==> src/rtl/internal_framebuffer_stream_loader_pkg.sv <==
// Shared definitions for the internal framebuffer loader and command handler.
// Latency: n/a (types and constant functions only).
// Backpressure: n/a.
//
// Contents:
//   fb_load_state_t          - loader FSM encoding (IDLE, LOAD, DRAIN, DONE)
//   fb_mem_mask_width(...)   - sub-pixel mask bits per RAM word
//   fb_mem_width(...)        - data bits per RAM word
//   fb_ppb_lg(...)           - log2 of pixels per beat
//   fb_mem_addr_width(...)   - RAM beat-address width
package internal_framebuffer_stream_loader_pkg;

  typedef enum logic [1:0] {
    IDLE  = 2'd0,
    LOAD  = 2'd1,
    DRAIN = 2'd2,
    DONE  = 2'd3
  } fb_load_state_t;

  // One mask bit per sub-pixel of every pixel in a RAM word.
  function automatic int fb_mem_mask_width(input int pixels_per_beat, input int sub_pixels);
    return pixels_per_beat * sub_pixels;
  endfunction

  function automatic int fb_mem_width(input int pixels_per_beat, input int sub_pixels,
                                      input int sub_pixel_width);
    return pixels_per_beat * sub_pixels * sub_pixel_width;
  endfunction

  function automatic int fb_ppb_lg(input int pixels_per_beat);
    return $clog2(pixels_per_beat);
  endfunction

  // The RAM is addressed in whole beats, so the pixel-index bits inside a
  // beat are dropped from the address.
  function automatic int fb_mem_addr_width(input int fb_size_in_pixel_lg, input int pixels_per_beat);
    return fb_size_in_pixel_lg - $clog2(pixels_per_beat);
  endfunction

endpackage

==> src/rtl/internal_framebuffer_stream_loader_write_stage.sv <==
// One-cycle register between an accepted stream beat and the RAM write port.
// Latency: 1 cycle from beat_write to writeEnablePort.
// Backpressure: none; accepts a write every cycle.
//
// Ports:
//   aclk, resetn     clock, synchronous active-low reset (clears only the enable)
//   beat_write       write this beat next cycle
//   beat_addr/data   RAM beat address and pixel data for the beat
//   beat_strb        per-sub-pixel stream strobe
//   conf_mask        per-sub-pixel enable, applied to every pixel of the beat
//   write*Port       registered RAM write port
import internal_framebuffer_stream_loader_pkg::*;

module internal_framebuffer_stream_loader_write_stage #(
  parameter int NUMBER_OF_PIXELS_PER_BEAT = 2,
  parameter int NUMBER_OF_SUB_PIXELS      = 4,
  parameter int SUB_PIXEL_WIDTH           = 8,
  parameter int ADDR_WIDTH                = 17
) (
  input  logic                                  aclk,
  input  logic                                  resetn,
  input  logic                                  beat_write,
  input  logic [ADDR_WIDTH-1:0]                 beat_addr,
  input  logic [fb_mem_width(NUMBER_OF_PIXELS_PER_BEAT, NUMBER_OF_SUB_PIXELS,
                             SUB_PIXEL_WIDTH)-1:0] beat_data,
  input  logic [fb_mem_mask_width(NUMBER_OF_PIXELS_PER_BEAT,
                                  NUMBER_OF_SUB_PIXELS)-1:0] beat_strb,
  input  logic [NUMBER_OF_SUB_PIXELS-1:0]       conf_mask,
  output logic [fb_mem_width(NUMBER_OF_PIXELS_PER_BEAT, NUMBER_OF_SUB_PIXELS,
                             SUB_PIXEL_WIDTH)-1:0] writeDataPort,
  output logic                                  writeEnablePort,
  output logic [ADDR_WIDTH-1:0]                 writeAddrPort,
  output logic [fb_mem_mask_width(NUMBER_OF_PIXELS_PER_BEAT,
                                  NUMBER_OF_SUB_PIXELS)-1:0] writeMaskPort
);

  localparam int MEM_MASK_WIDTH = fb_mem_mask_width(NUMBER_OF_PIXELS_PER_BEAT, NUMBER_OF_SUB_PIXELS);

  logic [MEM_MASK_WIDTH-1:0] beat_mask;

  // confMask is per sub-pixel; replicate it across every pixel of the beat.
  assign beat_mask = beat_strb & {NUMBER_OF_PIXELS_PER_BEAT{conf_mask}};

  always_ff @(posedge aclk) begin
    if (!resetn) begin
      writeEnablePort <= 1'b0;
    end else begin
      writeEnablePort <= beat_write;
    end
    // Payload registers only matter when the enable is high, so they are
    // left out of reset and only load on a real write.
    if (beat_write) begin
      writeAddrPort <= beat_addr;
      writeDataPort <= beat_data;
      writeMaskPort <= beat_mask;
    end
  end

endmodule

==> src/rtl/internal_framebuffer_stream_loader.sv <==
// Loads an AXI-Stream of pixel beats linearly into the framebuffer RAM from beat address 0.
// Latency: 1 cycle from accepted beat to RAM write; 1 beat/cycle throughput.
// Backpressure: none while loading; tready drops only when idle or once the load has ended.
//
// Ports:
//   aclk, resetn        clock, synchronous active-low reset
//   confMask            per-sub-pixel write enable, sampled on every beat
//   apply/applied       command handshake shared with the framebuffer command handler
//   cmdLoad, cmdSize    load command select and transfer size in pixels
//   s_axis_*            pixel beat stream (pixel 0 in the LSBs of tdata)
//   write*Port          RAM write port
//   statusShort/Long    sticky: stream ended early / stream overran cmdSize
import internal_framebuffer_stream_loader_pkg::*;

module internal_framebuffer_stream_loader #(
  parameter int NUMBER_OF_PIXELS_PER_BEAT    = 2,
  parameter int NUMBER_OF_SUB_PIXELS         = 4,
  parameter int SUB_PIXEL_WIDTH              = 8,
  parameter int FRAMEBUFFER_SIZE_IN_PIXEL_LG = 18,
  parameter int FB_SIZE_IN_PIXEL_LG          = 20,
  localparam int MEM_MASK_WIDTH = fb_mem_mask_width(NUMBER_OF_PIXELS_PER_BEAT, NUMBER_OF_SUB_PIXELS),
  localparam int MEM_WIDTH      = fb_mem_width(NUMBER_OF_PIXELS_PER_BEAT, NUMBER_OF_SUB_PIXELS,
                                               SUB_PIXEL_WIDTH),
  localparam int PPB_LG         = fb_ppb_lg(NUMBER_OF_PIXELS_PER_BEAT),
  localparam int MEM_ADDR_WIDTH = fb_mem_addr_width(FRAMEBUFFER_SIZE_IN_PIXEL_LG,
                                                    NUMBER_OF_PIXELS_PER_BEAT)
) (
  input  logic                            aclk,
  input  logic                            resetn,
  input  logic [NUMBER_OF_SUB_PIXELS-1:0] confMask,
  input  logic                            apply,
  output logic                            applied,
  input  logic                            cmdLoad,
  input  logic [FB_SIZE_IN_PIXEL_LG-1:0]  cmdSize,
  input  logic                            s_axis_tvalid,
  output logic                            s_axis_tready,
  input  logic                            s_axis_tlast,
  input  logic [MEM_WIDTH-1:0]            s_axis_tdata,
  input  logic [MEM_MASK_WIDTH-1:0]       s_axis_tstrb,
  output logic [MEM_WIDTH-1:0]            writeDataPort,
  output logic                            writeEnablePort,
  output logic [MEM_ADDR_WIDTH-1:0]       writeAddrPort,
  output logic [MEM_MASK_WIDTH-1:0]       writeMaskPort,
  output logic                            statusShort,
  output logic                            statusLong
);

  fb_load_state_t            state;
  logic [MEM_ADDR_WIDTH-1:0] beat_idx;
  logic [MEM_ADDR_WIDTH-1:0] beat_idx_nxt;
  logic [MEM_ADDR_WIDTH-1:0] size_beats;
  logic [MEM_ADDR_WIDTH-1:0] cmd_size_beats;
  logic                      beat_accept;
  logic                      beat_write;
  logic                      cmd_size_unused;

  // The sub-beat remainder and any bits above the RAM size are dropped, so
  // the largest load is 2^MEM_ADDR_WIDTH-1 beats.
  assign cmd_size_beats  = cmdSize[PPB_LG +: MEM_ADDR_WIDTH];
  assign cmd_size_unused = ^cmdSize;

  assign beat_accept  = s_axis_tvalid && s_axis_tready;
  // Beats accepted in DRAIN are swallowed; only LOAD beats reach the RAM.
  assign beat_write   = (state == LOAD) && beat_accept;
  // Natural wrap modulo 2^MEM_ADDR_WIDTH.
  assign beat_idx_nxt = beat_idx + MEM_ADDR_WIDTH'(1);

  always_ff @(posedge aclk) begin
    if (!resetn) begin
      state         <= IDLE;
      applied       <= 1'b1;
      s_axis_tready <= 1'b0;
      statusShort   <= 1'b0;
      statusLong    <= 1'b0;
    end else begin
      case (state)
        IDLE: begin
          s_axis_tready <= 1'b0;
          if (apply && cmdLoad) begin
            applied     <= 1'b0;
            beat_idx    <= '0;
            size_beats  <= cmd_size_beats;
            statusShort <= 1'b0;
            statusLong  <= 1'b0;
            if (cmd_size_beats == '0) begin
              state <= DONE;
            end else begin
              state         <= LOAD;
              s_axis_tready <= 1'b1;
            end
          end else if (!apply) begin
            // Held low while apply stays asserted so the requester sees a
            // clean handshake; non-load commands leave it untouched.
            applied <= 1'b1;
          end
        end

        LOAD: begin
          if (beat_accept) begin
            beat_idx <= beat_idx_nxt;
            if (beat_idx_nxt == size_beats) begin
              if (s_axis_tlast) begin
                s_axis_tready <= 1'b0;
                state         <= DONE;
              end else begin
                // Keep tready high and discard the rest of the packet so the
                // upstream stream is not left stalled mid-packet.
                statusLong <= 1'b1;
                state      <= DRAIN;
              end
            end else if (s_axis_tlast) begin
              statusShort   <= 1'b1;
              s_axis_tready <= 1'b0;
              state         <= DONE;
            end
          end
        end

        DRAIN: begin
          if (beat_accept && s_axis_tlast) begin
            s_axis_tready <= 1'b0;
            state         <= DONE;
          end
        end

        DONE: begin
          state <= IDLE;
        end

        default: begin
          state <= IDLE;
        end
      endcase
    end
  end

  internal_framebuffer_stream_loader_write_stage #(
    .NUMBER_OF_PIXELS_PER_BEAT (NUMBER_OF_PIXELS_PER_BEAT),
    .NUMBER_OF_SUB_PIXELS      (NUMBER_OF_SUB_PIXELS),
    .SUB_PIXEL_WIDTH           (SUB_PIXEL_WIDTH),
    .ADDR_WIDTH                (MEM_ADDR_WIDTH)
  ) u_write_stage (
    .aclk            (aclk),
    .resetn          (resetn),
    .beat_write      (beat_write),
    .beat_addr       (beat_idx),
    .beat_data       (s_axis_tdata),
    .beat_strb       (s_axis_tstrb),
    .conf_mask       (confMask),
    .writeDataPort   (writeDataPort),
    .writeEnablePort (writeEnablePort),
    .writeAddrPort   (writeAddrPort),
    .writeMaskPort   (writeMaskPort)
  );

endmodule

==> config.mk <==
export PLATFORM = sky130hd
export DESIGN_NAME = internal_framebuffer_stream_loader
export DESIGN_NICKNAME = d
export VERILOG_FILES = /design/src/rtl/internal_framebuffer_stream_loader_pkg.sv /design/src/rtl/internal_framebuffer_stream_loader_write_stage.sv /design/src/rtl/internal_framebuffer_stream_loader.sv
export SDC_FILE = /design/constraint.sdc
export NUM_CORES = 1
export LEC_CHECK = 0
export ABC_AREA = 1
export BUFFER_PORTS_ARGS = -buffer_cell sky130_fd_sc_hd__buf_2
export CAP_MARGIN = 20
export CORE_MARGIN = 3
export CORE_UTILIZATION = 49
export CTS_CLUSTER_DIAMETER = 30
export DETAILED_ROUTE_END_ITERATION = 8
export GPL_ROUTABILITY_DRIVEN = 0
export PLACE_DENSITY = 0.89
export SLEW_MARGIN = 0
export SYNTH_ARGS = -nofsm -noshare
export SYNTH_HDL_FRONTEND = slang
export SYNTH_SLANG_ARGS = --single-unit
==> constraint.sdc <==
create_clock -name aclk -period 7.6 [get_ports aclk]
set_input_delay 0 -clock aclk [delete_from_list [all_inputs] [get_ports aclk]]
set_output_delay 0 -clock aclk [all_outputs]
set_load 0.05 [all_outputs]
# After elaboration in Yosys (flattened, before gate mapping)

Cells that the tools add are included.

Register bits after elaboration: 130
Input port bits: 102
Output and inout port bits: 94
Logic and storage cells: 69

Add/sub/neg operators: 1
Equality and inequality tests: 13
Muxes and demuxes: 28
Bitwise gates (word level): 1
Reduce and logical (&&, ||, !) cells: 15

Operator list:

| kind                                                                    | number |
|---|---|
| 17-bit two-way mux                                                      | 2 |
| 17-bit one-hot mux with 2 select lines                                  | 1 |
| 17-bit by 1-bit adder with 17-bit output, second input constant         | 1 |
| 17-bit equality test                                                    | 1 |
| 17-bit logical NOT                                                      | 1 |
| 1-bit two-way mux                                                       | 15 |
| 2-bit two-way mux                                                       | 6 |
| 2-bit inequality test, second input constant                            | 6 |
| 4-bit AND reduction                                                     | 3 |
| 5-bit AND reduction                                                     | 2 |
| 8-bit AND                                                               | 1 |
| 2-bit one-hot mux with 4 select lines                                   | 1 |
| 2-bit equality test, second input constant                              | 2 |
| 1-bit logical AND                                                       | 4 |
| 2-bit by 1-bit inequality test with 1-bit output, second input constant | 2 |
| 1-bit one-hot mux with 2 select lines                                   | 2 |
| 3-bit by 2-bit inequality test with 1-bit output, second input constant | 1 |
| 1-bit one-hot mux with 3 select lines                                   | 1 |
| 3-bit AND reduction                                                     | 1 |
| 3-bit nonzero test                                                      | 1 |
| 2-bit by 1-bit equality test with 1-bit output, second input constant   | 1 |
| 2-bit logical NOT                                                       | 1 |
| 2-bit AND reduction                                                     | 1 |
| 2-bit nonzero test                                                      | 1 |

# Depth between registers and ports, before layout

Gate-level depths: netlist of the first run.

Word-level depth: 5
Depth in mapped cells: 18
Depth with buffers taken out: 18

# Cells and area by module

From an unflattened synthesis of the first run, not the netlist that was laid out.

Cell total of the unflattened synthesis: 410
Area total of the unflattened synthesis: 5146.2 µm²

Modules (own cells, without submodules):

| module                                         | times used | cells an instance | area an instance (µm²) | sequential area each (µm²) |
|---|---|---|---|---|
| internal_framebuffer_stream_loader_write_stage | 1          | 108               | 2760.1                 | 2692.6 |
| internal_framebuffer_stream_loader             | 1          | 302               | 2386.0                 | 1141.1 |

# Worst setup path after synthesis of the first run

OpenSTA, ideal clock, no wires.

Path type: reg2reg
Start: register state[1]
End: register u_write_stage.writeAddrPort[0] (enable)
Setup time: 0.538 ns
Arrival: 4.842 ns
Required time: 7.062 ns
Path slack: 2.221 ns
Cell stages (with the launch flop): 6
Path buffers: 1
Period minus slack after synthesis: 5.379 ns
Cells stage by stage: dfxtp_1 > inv_1 > ha_1 > clkinv_1 > clkbuf_1 > nor2_1

Cells in the longest elaborated chain, start to end: 2

RTL lines:

| element                                        | RTL line                                             | RTL |
|---|---|---|
| start, declared                                | internal_framebuffer_stream_loader.sv:48             | `fb_load_state_t state;` |
| start signal, assigned                         | internal_framebuffer_stream_loader.sv:70             | `state <= IDLE;` |
| start signal, assigned                         | internal_framebuffer_stream_loader.sv:86             | `state <= DONE;` |
| start signal, assigned                         | internal_framebuffer_stream_loader.sv:88             | `state <= LOAD;` |
| 2-bit by 1-bit equality test with 1-bit output | internal_framebuffer_stream_loader.sv:64             | `assign beat_write = (state == LOAD) && beat_accept;` |
| 1-bit logical AND                              | internal_framebuffer_stream_loader.sv:64             |  |
| via beat_write                                 | internal_framebuffer_stream_loader.sv:54             | `logic beat_write;` |
| end signal, assigned                           | internal_framebuffer_stream_loader_write_stage.sv:53 | `writeAddrPort <= beat_addr;` |
| end, declared                                  | internal_framebuffer_stream_loader_write_stage.sv:32 | `output logic [ADDR_WIDTH-1:0] writeAddrPort,` |

The timed path passes the listed nets, and every way through them passes these cells.
A chain may end at the register's enable or synchronous reset.

# Worst setup path after layout of the first run

Start: register beat_idx[0]
End: register state[1]

Cells in the longest elaborated chain, start to end: 5
Elaborated cells between the ends (all ways): 7
Those cells by class: 1 x add/sub; 2 x eq/ne; 3 x mux; 1 x reduce/logical

RTL lines:

| element                                      | RTL line                                  | RTL |
|---|---|---|
| start, declared                              | internal_framebuffer_stream_loader.sv:49  | `logic [MEM_ADDR_WIDTH-1:0] beat_idx;` |
| start signal, assigned                       | internal_framebuffer_stream_loader.sv:100 | `beat_idx <= beat_idx_nxt;` |
| 17-bit by 1-bit adder with 17-bit output (*) | internal_framebuffer_stream_loader.sv:66  | `assign beat_idx_nxt = beat_idx + MEM_ADDR_WIDTH'(1);` |
| via beat_idx_nxt[1]                          | internal_framebuffer_stream_loader.sv:50  | `logic [MEM_ADDR_WIDTH-1:0] beat_idx_nxt;` |
| 17-bit equality test (*)                     | internal_framebuffer_stream_loader.sv:101 | `if (beat_idx_nxt == size_beats) begin` |
| 2-bit two-way mux                            | internal_framebuffer_stream_loader.sv:101 |  |
| 2-bit two-way mux                            | internal_framebuffer_stream_loader.sv:99  | `if (beat_accept) begin` |
| 2-bit one-hot mux with 4 select lines        | internal_framebuffer_stream_loader.sv:76  | `case (state)` |
| end signal, assigned                         | internal_framebuffer_stream_loader.sv:86  |  |
| end signal, assigned                         | internal_framebuffer_stream_loader.sv:104 | `state <= DONE;` |
| end signal, assigned                         | internal_framebuffer_stream_loader.sv:109 | `state <= DRAIN;` |

Mark *: on every way through the listed nets, which the timed path passes. The rest lies on a longest branch. The select of a mux whose other input is x is not followed.

==> run summary, run 1 <==
The count of buffers from port buffering is 192. The number of unique standard cell types used by synthesis is 32. The number of H-tree levels is 4. The required time of the critical path is 8.06 ns. The total routing resource utilization after global routing came out at 0.2954. The total number of nets in the final design is 825.

The area of the multi-input gates is 1164 sq um. In this run the clock root is driven by a sky130_fd_sc_hd__clkbuf_8. TritonCTS built the clock tree.

The summed instance area of the synthesized netlist is 5161 sq um. sky130_fd_sc_hd__edfxtp_1 is the most common cell in the netlist. In the synthesized netlist the dominant register cell turns out to be sky130_fd_sc_hd__edfxtp_1. The kind of critical path is reg2reg. The post-layout worst setup margin came out at 4.272 ns. The maximum vdd ir drop is 0.0001727 V. The share of the cycle needed by the critical path after routing is 0.4380. The die boundary width is 108.6 microns. The critical path goes through ha_1 > inv_1 > nand2_1 > nand2_1 > nor2_1 > nand3_1 > nor2_1 > nand3_1 > nor2_1 > nand2_1 > nor2_2 > nand2_1 > nand2_1 > nand2_1 > nand2_1 > nand2_1 > dlygate4sd3_1 > nor2_1 > dlygate4sd3_1.

Among the stages of the critical path, the cell type that occurs most often is sky130_fd_sc_hd__nand2_1. The placement-stage worst setup slack came out at 4.755 ns. The total placed cells including tap cells came out at 722. Measured on the finished design, the core utilization comes to 0.7953. In this run, synthesis inferred 123 flip-flops with an integrated enable. The y dimension of the die is 108.6 microns. The pin count of the biggest net entering global routing came out at 90. The later pin in the worst-skew pair is clocked with a latency of 0.51 ns. Measured against its own limit, the worst slew margin works out to 0.5974. Of the total power, the share spent switching nets is 0.3198. The fraction of registers with async set or reset after synthesis came out at 0.

The post-synthesis compound-gate area fraction came out at 0.02400. The global-route congestion overflow total came out at 0. The global-route wire length before repair is 25480 microns. The count of nets left with antenna violations once routing finished came out at 0. The proportion of power drawn by flip-flops and latches is 0.425. The power per cell area is 274.5 nW/um^2.

The total of endpoints with negative setup slack in the final report came out at 0. The placed standard-cell area came out at 6305 sq um. In the final layout, the share of cells above drive strength 1 is 0.3388. The number of hold buffers added after CTS was 106. The number of gates given a new drive strength after cts is 0.

The maximum net fanout on the critical path is 8. STA classifies the critical path endpoint as a flip-flop. Counting the buffers created by CTS gives 17. The post-CTS repair timing setup buffer count is 0. The dominant combinational cell family by area after synthesis is simple AND/OR/NAND/NOR gates. The floorplan row count is 36. The clock period minus worst slack is 3.329 ns. After synthesis the netlist holds a flip-flop and latch count of 130. The flow ran to the end, and the final reports show no timing, DRC or antenna violations. Of the total synthesized cell area, the portion taken by full adders, half adders and majority gates is 0.01697.

The internal portion of the total power is 1.485 mW. The count of TritonRoute iterations in the first routing pass came out at 6. For the pin with the worst max-slew slack, the measured transition is 0.6002 ns. The parity-gate share of the synthesized area counting xor and xnor cells is 0.01261.

The number of global-route vias before repair is 4658. The mean instance size in the synthesized netlist is 13.00 sq um. The floorplan step defined a core boundary enclosing 10000 sq um. The mux contribution to synthesized area is 0.

The highest-delay cell along the critical path is sky130_fd_sc_hd__dlygate4sd3_1. The number of cells on the worst reg-to-reg path is 19. The highest clock rate is 300.4 MHz. The worst hold path begins at s_axis_tdata[46]. The worst hold slack came out at 0.1977 ns. The detailed-route wire length per cell is 19.87 microns. The count of max-cap constraint violations came out at 0.

The share of the yosys chip area belonging to registers is 0.7428. Across all layers, the routed design uses 4526 vias. The total of warnings raised by yosys came out at 0. 196 I/O pins were placed. The routed via count divided by cell count came out at 5.244. The count of mapped cells out of synthesis is 397. The flip-flop and latch area is 3834 sq um. Setup repair after global routing left no endpoint under its margin. The TritonCTS sink count is 130.

The worst endpoint data arrival time came out at 3.79 ns. The fraction of synthesized cell area taken by the top area cell type came out at 0.7156. The endpoint identified for the worst register-to-register timing path is state[1]$_SDFFE_PN0P_. The worst register-to-register path begins at beat_idx[0]$_SDFFCE_PN0P_.

The floorplan step defined a die boundary enclosing 11800 sq um. The starting DRC count in detailed routing came out at 535. The leakage power figure came out at 3.430 nW. The number of nets handed over by synthesis was 506. The sum of negative setup slack came out at 0 ns. The proportion of power drawn by the clock network is 0.349.

The clock-pin slew reported for the worst setup and hold paths after clock tree synthesis is 0.07 ns. The final max-slew violation count is 0. The share of total power dissipated in combinational logic is 0.225. The detailed-route DRC error count is 0.

Of all cell types, the one taking the most synthesized area is sky130_fd_sc_hd__edfxtp_1. By area the synthesized netlist is led by sky130_fd_sc_hd__edfxtp_1 (72%), sky130_fd_sc_hd__nand2_1 (6.3%), sky130_fd_sc_hd__inv_1 (3.1%), sky130_fd_sc_hd__dfxtp_1 (2.7%), sky130_fd_sc_hd__nor2_1 (2.6%). For hold timing, the worst endpoint is u_write_stage.writeDataPort[46]$_DFFE_PP_. Summed over all layers, the routed wires come to 17150 microns. The net switching power of the design came out at 0.6980 mW.

The longest individual stage delay on the worst path came out at 0.57 ns. The wire-length estimate of the detail-placed layout is 9436 microns. Of the total synthesized cell area, the portion taken by AND, OR, NAND and NOR gates is 0.1695. The area growth from synthesis to layout is 54.08%. The worst hold path passes through 2 cells. The final non-filler cell total is 863.

The initial core utilization came out at 0.5161. In this run the register-to-register setup slack is 4.27 ns. The final total power came out at 2.183 mW. The path class of the tightest hold or removal check is in2reg. The commonest cells after synthesis are sky130_fd_sc_hd__edfxtp_1 (123), sky130_fd_sc_hd__nand2_1 (87), sky130_fd_sc_hd__inv_1 (43), sky130_fd_sc_hd__nor2_1 (36), sky130_fd_sc_hd__nand3_1 (20). The worst setup path is launched from a flip-flop. The number of antenna violations at the first check in global routing is 0. The maximum clock skew at final layout came out at 0.01282 ns. The final hold violation count came out at 0. The largest buffer count on any clock path came out at 2. The layout filler cell count came out at 541. With fillers left out, the area of the finished cells amounts to 7953 sq um.
==> state kept, by name (all words and copies together) (netlist names), 2 cells and up <==
name	flops
size_beats	17
u_write_stage.writeMaskPort	8
u_write_stage.writeAddrPort	17
u_write_stage.writeDataPort	64
beat_idx	17
state	2
==> logic make-up (layout without fill, tap and decap cells) <==
group,count (synthesis),in the layout
compound gates,22,22
xor+xnor,4,4
fa+ha+maj,7,7
buf+inv,46,378
flops,130,130
other cells,0,1
simple gates,188,188
==> worst max-delay path by stage <==
stage                                   start                                  endpoint  depth (start not counted)
finish              beat_idx[0]$_SDFFCE_PN0P_                     state[1]$_SDFFE_PN0P_                         19
global route        beat_idx[0]$_SDFFCE_PN0P_                     state[1]$_SDFFE_PN0P_                         19
CTS                 beat_idx[0]$_SDFFCE_PN0P_                     state[1]$_SDFFE_PN0P_                         19
detailed placement      state[1]$_SDFFE_PN0P_  u_write_stage.writeDataPort[2]$_DFFE_PP_                          5
global placement        state[1]$_SDFFE_PN0P_  u_write_stage.writeDataPort[2]$_DFFE_PP_                          5
floorplan               state[1]$_SDFFE_PN0P_  u_write_stage.writeAddrPort[0]$_DFFE_PP_                          5
==> power by group through the flow <==
stage | Clock, mW | Combinational (mW) | Sequential, mW
floorplan | 0 | 0.232 | 1.00
global placement | 0 | 0.394 | 0.934
detailed placement | 0 | 0.414 | 0.940
CTS | 0.754 | 0.473 | 0.926
global route | 0.805 | 0.538 | 0.935
finish | 0.762 | 0.492 | 0.928
==> layout by cell type (no fill, tap or decap), types with 2 or more instances in the layout <==
cell	count
sky130_fd_sc_hd__edfxtp_1	123
sky130_fd_sc_hd__clkinv_4	2
sky130_fd_sc_hd__a21oi_1	10
sky130_fd_sc_hd__nand2_1	87
sky130_fd_sc_hd__buf_4	2
sky130_fd_sc_hd__o21ai_0	5
sky130_fd_sc_hd__dfxtp_1	7
sky130_fd_sc_hd__clkinv_2	3
sky130_fd_sc_hd__inv_6	4
sky130_fd_sc_hd__inv_1	43
sky130_fd_sc_hd__dlygate4sd3_1	106
sky130_fd_sc_hd__nand4_1	8
sky130_fd_sc_hd__o21ai_1	2
sky130_fd_sc_hd__nand3_2	2
sky130_fd_sc_hd__nand3_1	20
sky130_fd_sc_hd__nor2_2	5
sky130_fd_sc_hd__buf_2	192
sky130_fd_sc_hd__nor4_1	2
sky130_fd_sc_hd__nand3b_1	10
sky130_fd_sc_hd__nor2_1	35
sky130_fd_sc_hd__ha_1	7
sky130_fd_sc_hd__nor3_1	7
sky130_fd_sc_hd__clkbuf_16	16
sky130_fd_sc_hd__clkinvlp_4	4
sky130_fd_sc_hd__nor2_4	4
sky130_fd_sc_hd__nand2_2	4
sky130_fd_sc_hd__clkinv_1	2
sky130_fd_sc_hd__xor2_1	2
==> worst max-delay path: cells and delay by family (launching register included) <==
family / cells / cell delay [ns]
adder cells (fa/ha/maj): 1 / 0.38
AND/OR/NAND/NOR: 15 / 1.20
flip-flops: 1 / 0.51
buffers and inverters: 3 / 1.17
==> per-layer routing <==
metal | GRT usage | up-vias | part of all wire
met3 | 0.08881 | 51 | 0.088
met1 | 0.3240 | 2169 | 0.36
li1 | - | 2024 | -
met5 | 0 | - | 0
met4 | 0.1479 | 0 | 0.041
met2 | 0.5194 | 282 | 0.51
==> cell type report <==
| type | instances | share of cell area |
|---|---|---|
| inverter | 44 | 0.02077 |
| timing repair buffer | 302 | 0.2610 |
| multi-input combinational | 221 | 0.1463 |
| clock inverter | 15 | 0.01652 |
| tap | 133 | 0.02093 |
| clock buffer | 17 | 0.05208 |
| antenna | 1 | 0.0003147 |
| sequential | 130 | 0.4821 |
Note: power is estimated with default switching activity, not from simulation.
==> run 2: changes to the inputs <==
--- a/config.mk
+++ b/config.mk
@@ -9,11 +9,11 @@
 export BUFFER_PORTS_ARGS = -buffer_cell sky130_fd_sc_hd__buf_2
 export CAP_MARGIN = 20
 export CORE_MARGIN = 3
-export CORE_UTILIZATION = 49
+export CORE_UTILIZATION = 44
 export CTS_CLUSTER_DIAMETER = 30
 export DETAILED_ROUTE_END_ITERATION = 8
 export GPL_ROUTABILITY_DRIVEN = 0
-export PLACE_DENSITY = 0.89
+export PLACE_DENSITY = 0.85
 export SLEW_MARGIN = 0
 export SYNTH_ARGS = -nofsm -noshare
 export SYNTH_HDL_FRONTEND = slang
==> constraint.sdc (replaced) <==
create_clock -name aclk -period 3 [get_ports aclk]
set_input_delay 0 -clock aclk [delete_from_list [all_inputs] [get_ports aclk]]
set_output_delay 0 -clock aclk [all_outputs]
set_load 0.05 [all_outputs]
==> run 2 against run 1 <==
Net effect:
- register-to-register slack worse by 3.5 ns
- non-clock buffer count is the same
- worst hold slack worse by 0.18 ns
==> run summary, run 2 (same netlist as run 1, synthesis figures left out) <==
Dividing the detail-routed via count by the number of cells gives 5.090. The maximum vdd ir drop came out at 0.0005273 V. The area of the placeable core is 11130 sq um.

After routing, the total negative slack on setup checks comes to 0 ns. The count of vias placed by the detailed router came out at 4418. Of the cells placed in the final design, the portion with a size suffix greater than 1 is 0.3420. Relative to the synthesized area, the layout overhead comes to 54.91%.

The detailed-route wire length per cell came out at 18.60 microns. The type of destination of the critical path is a flip-flop. Counting flops per register, the top entry is u_write_stage.writeDataPort. The area of the multi-input gates is 1164 sq um. For this design the static power due to leakage is 3.447 nW. The clock period could shrink to 2.266 ns. The highest clock rate came out at 441.3 MHz.

The global-route wire length before repair is 24130 microns. For this run the aggregate overflow at the end of global routing stands at 0. The TritonCTS clock tree is yes. In the layout the commonest cells are sky130_fd_sc_hd__buf_2 (192), sky130_fd_sc_hd__edfxtp_1 (123), sky130_fd_sc_hd__dlygate4sd3_1 (102), sky130_fd_sc_hd__nand2_1 (87), sky130_fd_sc_hd__inv_1 (43).

The first detailed-routing pass ran for 5 iterations. The worst hold path was traced through 3 stages. The startpoint type of the worst setup path is a flip-flop. The met1 routing resource usage after global routing came out at 0.2845.

The total number of nets in the final design came out at 825. The clock-pin slew reported for the worst setup and hold paths after clock tree synthesis came out at 0.06 ns. The worst hold path begins at s_axis_tvalid. The routed design has 16140 microns of wire. The number of antenna violations at the first check in global routing is 0. Setup repair after global routing left no endpoint under its margin.

The flow ran to the end, and the final reports show no timing, DRC or antenna violations. In this run the remaining antenna-violating nets after routing total 0. The signal on the critical path passes through ha_1 > inv_1 > nor2_4 > nand2_1 > nand2_1 > nor2_1 > nor2_1 > nand3_1 > nor2_1 > nand2_1 > nor2_2 > nand2_1 > nand2_1 > nand2_1 > nor2_1 > nor2_1. For this run, global-route usage on met3 was measured as 0.07770. The y dimension of the die came out at 114.3 microns.

The worst hold slack came out at 0.02164 ns. The die area came out at 13070 sq um. 0 antenna diodes ended up in the layout. For this design, the slowest cell found on the critical path is sky130_fd_sc_hd__edfxtp_1. Clock tree synthesis selected as its root buffer the cell sky130_fd_sc_hd__clkbuf_16. Leaving out fill and tap cells, the most frequent cell in the layout is sky130_fd_sc_hd__buf_2. In this run the worst hold path is classified as in2reg.

The end of the worst hold path is u_write_stage.writeEnablePort$_SDFF_PN0_. The post-CTS repair timing setup buffer count is 0. The count of max-cap constraint violations came out at 0. The maximum net fanout on the critical path came out at 8. For the worst-skew pair, the clock arrives at the later sink with an insertion delay of 0.40 ns. The starting DRC count in detailed routing came out at 507. The worst slew margin relative to its limit is 0.5141.

The layout filler cell count came out at 690. Among the stages of the critical path, the cell type that occurs most often is sky130_fd_sc_hd__nand2_1. The worst endpoint data arrival time came out at 2.57 ns. In the global route stage, overall resource usage came out at 0.2465. The count of cells along the worst register-to-register path is 16. The post-layout worst setup margin came out at 0.7338 ns. STA puts the critical path data required time at 3.30 ns.

The critical path in this run is classified as reg2reg. Buffers inserted during clock tree synthesis total 17. The maximum clock skew at final layout is 0.008949 ns. Power spread over the standard cell area amounts to 696.3 nW/um^2. The total of endpoints with negative setup slack in the final report is 0.

Entering global routing, the biggest net connects 27 pins. In this run the critical register-to-register path is launched from beat_idx[0]$_SDFFCE_PN0P_. No sink is reached through more buffers than the 2 on the longest clock path. The busiest layer in global routing is met2.

The share of the cycle needed by the critical path after routing came out at 0.7554. The final max-slew violation count came to 0. In the global route stage, met2 resource usage came out at 0.4258. The final hold violation count was 0. The floorplan row count came out at 38. During I/O placement, the number of pins put on the boundary was 196. In this design, the largest share of critical-path delay is due to simple AND/OR/NAND/NOR gates.

The hold buffer count at cts came out at 102. The placement-stage worst setup slack came out at 0.8214 ns. The flip-flop and latch area is 3834 sq um. The number of gates given a new drive strength after cts is 0.

From left edge to right edge, the die measures 114.3 microns. The pin slew with the least headroom to its limit came out at 0.7271 ns. The final HPWL from detailed placement came out at 9946 microns.

Port buffering added 192 buffers. CTS built an H-tree with a depth of 4. CTS saw 130 sinks. Together, buffers and inverters on the worst path number 1. The flip-flop count of the largest register, all copies and words added is 64. For this run, the slowest stage of the critical path takes 0.49 ns. The initial utilization of the core area, before any placement, comes to 0.4639. The number of global-route vias before repair came out at 4449. The detailed-route DRC error count came out at 0.

The worst register-to-register path has a setup slack of 0.73 ns. The endpoint identified for the worst register-to-register timing path is state[1]$_SDFFE_PN0P_.
==> run 2: cell count changes in the layout (fill, tap and decap cells not counted), moves of 2 or more <==
| cell | previous run | this run |
|---|---|---|
| sky130_fd_sc_hd__buf_12 | 0 | 4 |
| sky130_fd_sc_hd__buf_4 | 2 | 4 |
| sky130_fd_sc_hd__dlygate4sd3_1 | 106 | 102 |
| sky130_fd_sc_hd__inv_6 | 4 | 2 |
==> run 2: power by group <==
part,internal (mW),switching [mW]
Combinational,0.430,0.798
Sequential,2.21,0.135
Clock,1.21,0.776
==> run 2: worst max-delay path by stage <==
stage,start,endpoint,depth (start not counted)
floorplan,state[1]$_SDFFE_PN0P_,u_write_stage.writeAddrPort[0]$_DFFE_PP_,5
global placement,state[1]$_SDFFE_PN0P_,u_write_stage.writeDataPort[37]$_DFFE_PP_,5
detailed placement,beat_idx[0]$_SDFFCE_PN0P_,state[1]$_SDFFE_PN0P_,16
CTS,beat_idx[0]$_SDFFCE_PN0P_,state[1]$_SDFFE_PN0P_,16
global route,beat_idx[0]$_SDFFCE_PN0P_,state[1]$_SDFFE_PN0P_,16
finish,beat_idx[0]$_SDFFCE_PN0P_,state[1]$_SDFFE_PN0P_,16
==> run 2: layout make-up <==
cell class	instances	area share
clock inverters	14	0.01753
inverters	44	0.02066
repair buffers	302	0.2617
well taps	140	0.02191
multi-input cells	221	0.1455
clock buffers	17	0.05321
flip-flops and latches	130	0.4795
==> run 2: layer usage <==
layer  part of all wire  wire (microns)  vias to the layer above
li1                   -               -                     2021
met2               0.49            7830                      255
met1               0.38            6105                     2091
met4              0.043             687                        0
met5                  0               0                        -
met3              0.094            1519                       51
==> run 2: through the flow <==
stage	area, sq um	util	power (mW)	instances
2_1_floorplan	5169	-	3.119	397
3_3_place_gp	6409	0.5760	3.399	735
3_5_place_dp	6409	0.5760	3.463	735
4_1_cts	7995	0.7186	5.530	868
5_1_grt	7995	0.7186	5.803	868
6_report	7995	0.7186	5.567	868
==> run 2: worst min-delay path, stage by stage <==
cell,delay [ns]
sky130_fd_sc_hd__buf_2,0.09
sky130_fd_sc_hd__nand2_1,0.19
sky130_fd_sc_hd__nor3_1,0.08
==> run 3: changes to the inputs <==
--- a/config.mk
+++ b/config.mk
@@ -9,11 +9,11 @@
 export BUFFER_PORTS_ARGS = -buffer_cell sky130_fd_sc_hd__buf_2
 export CAP_MARGIN = 20
 export CORE_MARGIN = 3
-export CORE_UTILIZATION = 44
+export CORE_UTILIZATION = 49
 export CTS_CLUSTER_DIAMETER = 30
 export DETAILED_ROUTE_END_ITERATION = 8
 export GPL_ROUTABILITY_DRIVEN = 0
-export PLACE_DENSITY = 0.85
+export PLACE_DENSITY = 0.89
 export SLEW_MARGIN = 0
 export SYNTH_ARGS = -nofsm -noshare
 export SYNTH_HDL_FRONTEND = slang
==> constraint.sdc (replaced) <==
create_clock -name aclk -period 2.24 [get_ports aclk]
set_input_delay 0 -clock aclk [delete_from_list [all_inputs] [get_ports aclk]]
set_output_delay 0 -clock aclk [all_outputs]
set_load 0.05 [all_outputs]
==> run 3 against run 2 <==
Net effect:
- the flow now finishes with violations (negative setup slack)
- sequential share of layout area down 0.51 points
- routed wire length up 9.4%
- fmax about the same
- combinational power up 44%
- clock skew about the same
- final cell count down 0.12%
- final area up 1.2%
- critical path depth up 1
- register-to-register slack worse by 0.76 ns
- worst hold slack better by 0.18 ns
- non-clock buffer count up 5
==> run summary, run 3 (same netlist as run 1, synthesis figures left out) <==
The floorplan step defined a die boundary enclosing 11800 sq um. The total routing resource utilization after global routing is 0.2979. The clock root buffer is sky130_fd_sc_hd__clkbuf_8. The worst endpoint data arrival time came out at 2.66 ns.

The worst register-to-register path begins at beat_idx[0]$_SDFFCE_PN0P_. The reg-to-reg setup timing slack is -0.02 ns. For the pin with the worst max-slew slack, the measured transition is 0.4583 ns.

The critical path in this run is classified as reg2reg. The highest layer touched by signal routing is met4. The final HPWL from detailed placement is 9303 microns.

The latest clock arrival within the worst-skew pair is 0.51 ns. STA classifies the critical path endpoint as a flip-flop. For this design the ratio of total power to cell area is 956.3 nW/um^2.

The post-layout worst setup margin came out at -0.02407 ns. The residual antenna-violating net count after detailed routing came out at 0. The worst slew margin relative to its limit is 0.6945. The total placed cells including tap cells is 723. The count of pins on the block boundary is 196. Using the TritonRoute via totals, the vias-per-cell ratio works out to 5.294. Measured in cells, the most critical reg-to-reg path has a length of 17.

The y dimension of the die came out at 108.6 microns. The total area inside the core boundary comes to 10000 sq um. The largest buffer count on any clock path came out at 2. The worst register-to-register path ends at state[0]$_SDFFE_PN0P_. Summing over every cut layer, the via total after detailed routing is 4590.

The worst setup path is launched from a flip-flop. The leading cell type in the layout, fill and taps excluded is sky130_fd_sc_hd__buf_2. The origin of the worst min-delay path is s_axis_tdata[56]. For this run, the share of the core covered by cells in the final layout is 0.8089.

Fill cells in the final layout number 518. The placed standard-cell area came out at 6346 sq um. The library cells used most frequently in the layout, excluding fill and tap cells, are sky130_fd_sc_hd__buf_2 (192), sky130_fd_sc_hd__edfxtp_1 (123), sky130_fd_sc_hd__dlygate4sd3_1 (104), sky130_fd_sc_hd__nand2_1 (84), sky130_fd_sc_hd__inv_1 (41).

The count of TritonRoute iterations in the first routing pass is 5. The final hold violation count came out at 0. The final antenna diode count came out at 0. The final max-slew violation count came out at 0.

Of the cells placed in the final design, the portion with a size suffix greater than 1 is 0.3692. Hold timing on the final database bottoms out at a slack of 0.2039 ns. The worst-case IR drop observed on VDD is 0.0006283 V. The clock period minus worst slack came out at 2.264 ns. The required time of the critical path is 2.63 ns. The first global-routing pass estimated 25480 microns of wire. CTS built an H-tree with a depth of 4.

The global-route congestion overflow total came out at 0. On the final layout, the worst clock skew is 0.008924 ns. The final reports fail on negative setup slack.

The TritonCTS sink count came out at 130. For hold timing, the worst endpoint is u_write_stage.writeDataPort[56]$_DFFE_PP_. More flip-flops sit in one register than any other, and that register is u_write_stage.writeDataPort. The highest clock rate came out at 441.7 MHz.

The leakage power figure is 3.470 nW. Setup repair after global routing could not meet its margin everywhere. The pin count of the biggest net entering global routing is 90. In this run the worst path has a maximum fanout of 7. The total of endpoints with negative setup slack in the final report is 1. The detailed-route DRC error count is 0. During placement, the flow inserted port buffers numbering 192. The flip-flop count of the largest register, all copies and words added came out at 64. The final instance area came out at 8089 sq um. The floorplan row count came out at 36.

The number of global-route vias before repair is 4509. The first routing iteration left 474 violations. The detailed-route wire length per cell is 20.37 microns. The total CTS buffers came out at 17. Relative to the synthesized area, the layout overhead comes to 56.73%.

The count of max-cap constraint violations is 0. The die boundary width came out at 108.6 microns. The share of the cycle needed by the critical path after routing came out at 1.011. The number of antenna violations at the first check in global routing is 0. The met1 routed wirelength after detailed routing is 6264 microns. The final non-filler cell total is 867. After clock tree synthesis, the clock-pin slew on the worst setup and hold paths is 0.06 ns. The TritonCTS clock tree is yes. The routed length on met2 is 8987 microns. The worst hold path belongs to the class in2reg.

The initial core utilization came out at 0.5161. The met3 wire length is 1723 microns. The flow ran to the end, but the final reports show violations. The overall routed net length is 17660 microns. The total number of nets in the final design came out at 830. The cell depth of the worst min-delay path is 2.
[run 3: changes by cell type in the layout (fill, tap and decap cells not counted), sizes merged]
cell | before | now
buf | 200 | 203
clkinv | 8 | 5
dlygate4sd3 | 102 | 104
inv | 45 | 47
bufinv | 2 | 3
clkinvlp | 3 | 4
[run 3: worst max path at each step]
stage,slack [ns],cells past startpoint,end,startpoint
detailed placement,0.07,16,state[1]$_SDFFE_PN0P_,beat_idx[0]$_SDFFCE_PN0P_
floorplan,-0.29,5,u_write_stage.writeAddrPort[0]$_DFFE_PP_,state[1]$_SDFFE_PN0P_
finish,-0.02,17,state[0]$_SDFFE_PN0P_,beat_idx[0]$_SDFFCE_PN0P_
CTS,0.06,16,state[1]$_SDFFE_PN0P_,beat_idx[0]$_SDFFCE_PN0P_
global route,-0.18,17,state[0]$_SDFFE_PN0P_,beat_idx[0]$_SDFFCE_PN0P_
global placement,0.16,16,state[1]$_SDFFE_PN0P_,beat_idx[0]$_SDFFCE_PN0P_
[run 3: what timing repair did]
action / in CTS / in global routing
hold endpoints to repair: 96 / 0
setup endpoints to repair: 0 / 4
setup buffers: 0 / 8
gates resized for setup: 0 / 14
hold buffers: 104 / 0
[run 3: cell type report]
cell class | count | area, sq um | area share
multi-input cells | 221 | 1224 | 0.1513
well taps | 133 | 166.4 | 0.02057
flip-flops and latches | 130 | 3837 | 0.4744
repair buffers | 307 | 2097 | 0.2592
inverters | 44 | 170.2 | 0.02104
clock buffers | 17 | 414.1 | 0.05120
clock inverters | 15 | 180.2 | 0.02227
[run 3: critical path: stages, from the launching register on]
cell	delay, ns
sky130_fd_sc_hd__edfxtp_1	0.51
sky130_fd_sc_hd__ha_4	0.33
sky130_fd_sc_hd__inv_2	0.03
sky130_fd_sc_hd__nand2_1	0.04
sky130_fd_sc_hd__nand2_1	0.05
sky130_fd_sc_hd__nor2_1	0.10
sky130_fd_sc_hd__nand3_1	0.10
sky130_fd_sc_hd__nor2_2	0.15
sky130_fd_sc_hd__nand3_2	0.07
sky130_fd_sc_hd__nor2_2	0.12
sky130_fd_sc_hd__nand2_1	0.07
sky130_fd_sc_hd__nor2_2	0.14
sky130_fd_sc_hd__buf_4	0.13
sky130_fd_sc_hd__nand3_2	0.06
sky130_fd_sc_hd__nand2_1	0.08
sky130_fd_sc_hd__nand2_1	0.04
sky130_fd_sc_hd__nand2_1	0.05
sky130_fd_sc_hd__a21oi_1	0.05
[run 3: routing by layer]
metal	vias to the layer above	GRT usage
met3	60	0.08052
met4	0	0.1181
met5	-	0
met2	320	0.5282
li1	2039	-
met1	2171	0.3432
[run 3: power by group]
part	internal [mW]	switching, mW	leakage, nW
sequential	2.97	0.189	1.18
clock	1.70	1.10	0.277
combinational	0.628	1.14	2.02
total	5.30	2.43	3.47
[run 3: metrics by stage]
step / setup slack, ns / total power, mW / TNS (ns)
finish: -0.02407 / 7.735 / -0.02407
global placement: 0.1630 / 4.550 / 0
CTS: 0.05737 / 7.548 / 0
global route: -0.1787 / 8.039 / -0.5671
floorplan: -0.2882 / 4.234 / -25.65
detailed placement: 0.07069 / 4.643 / 0
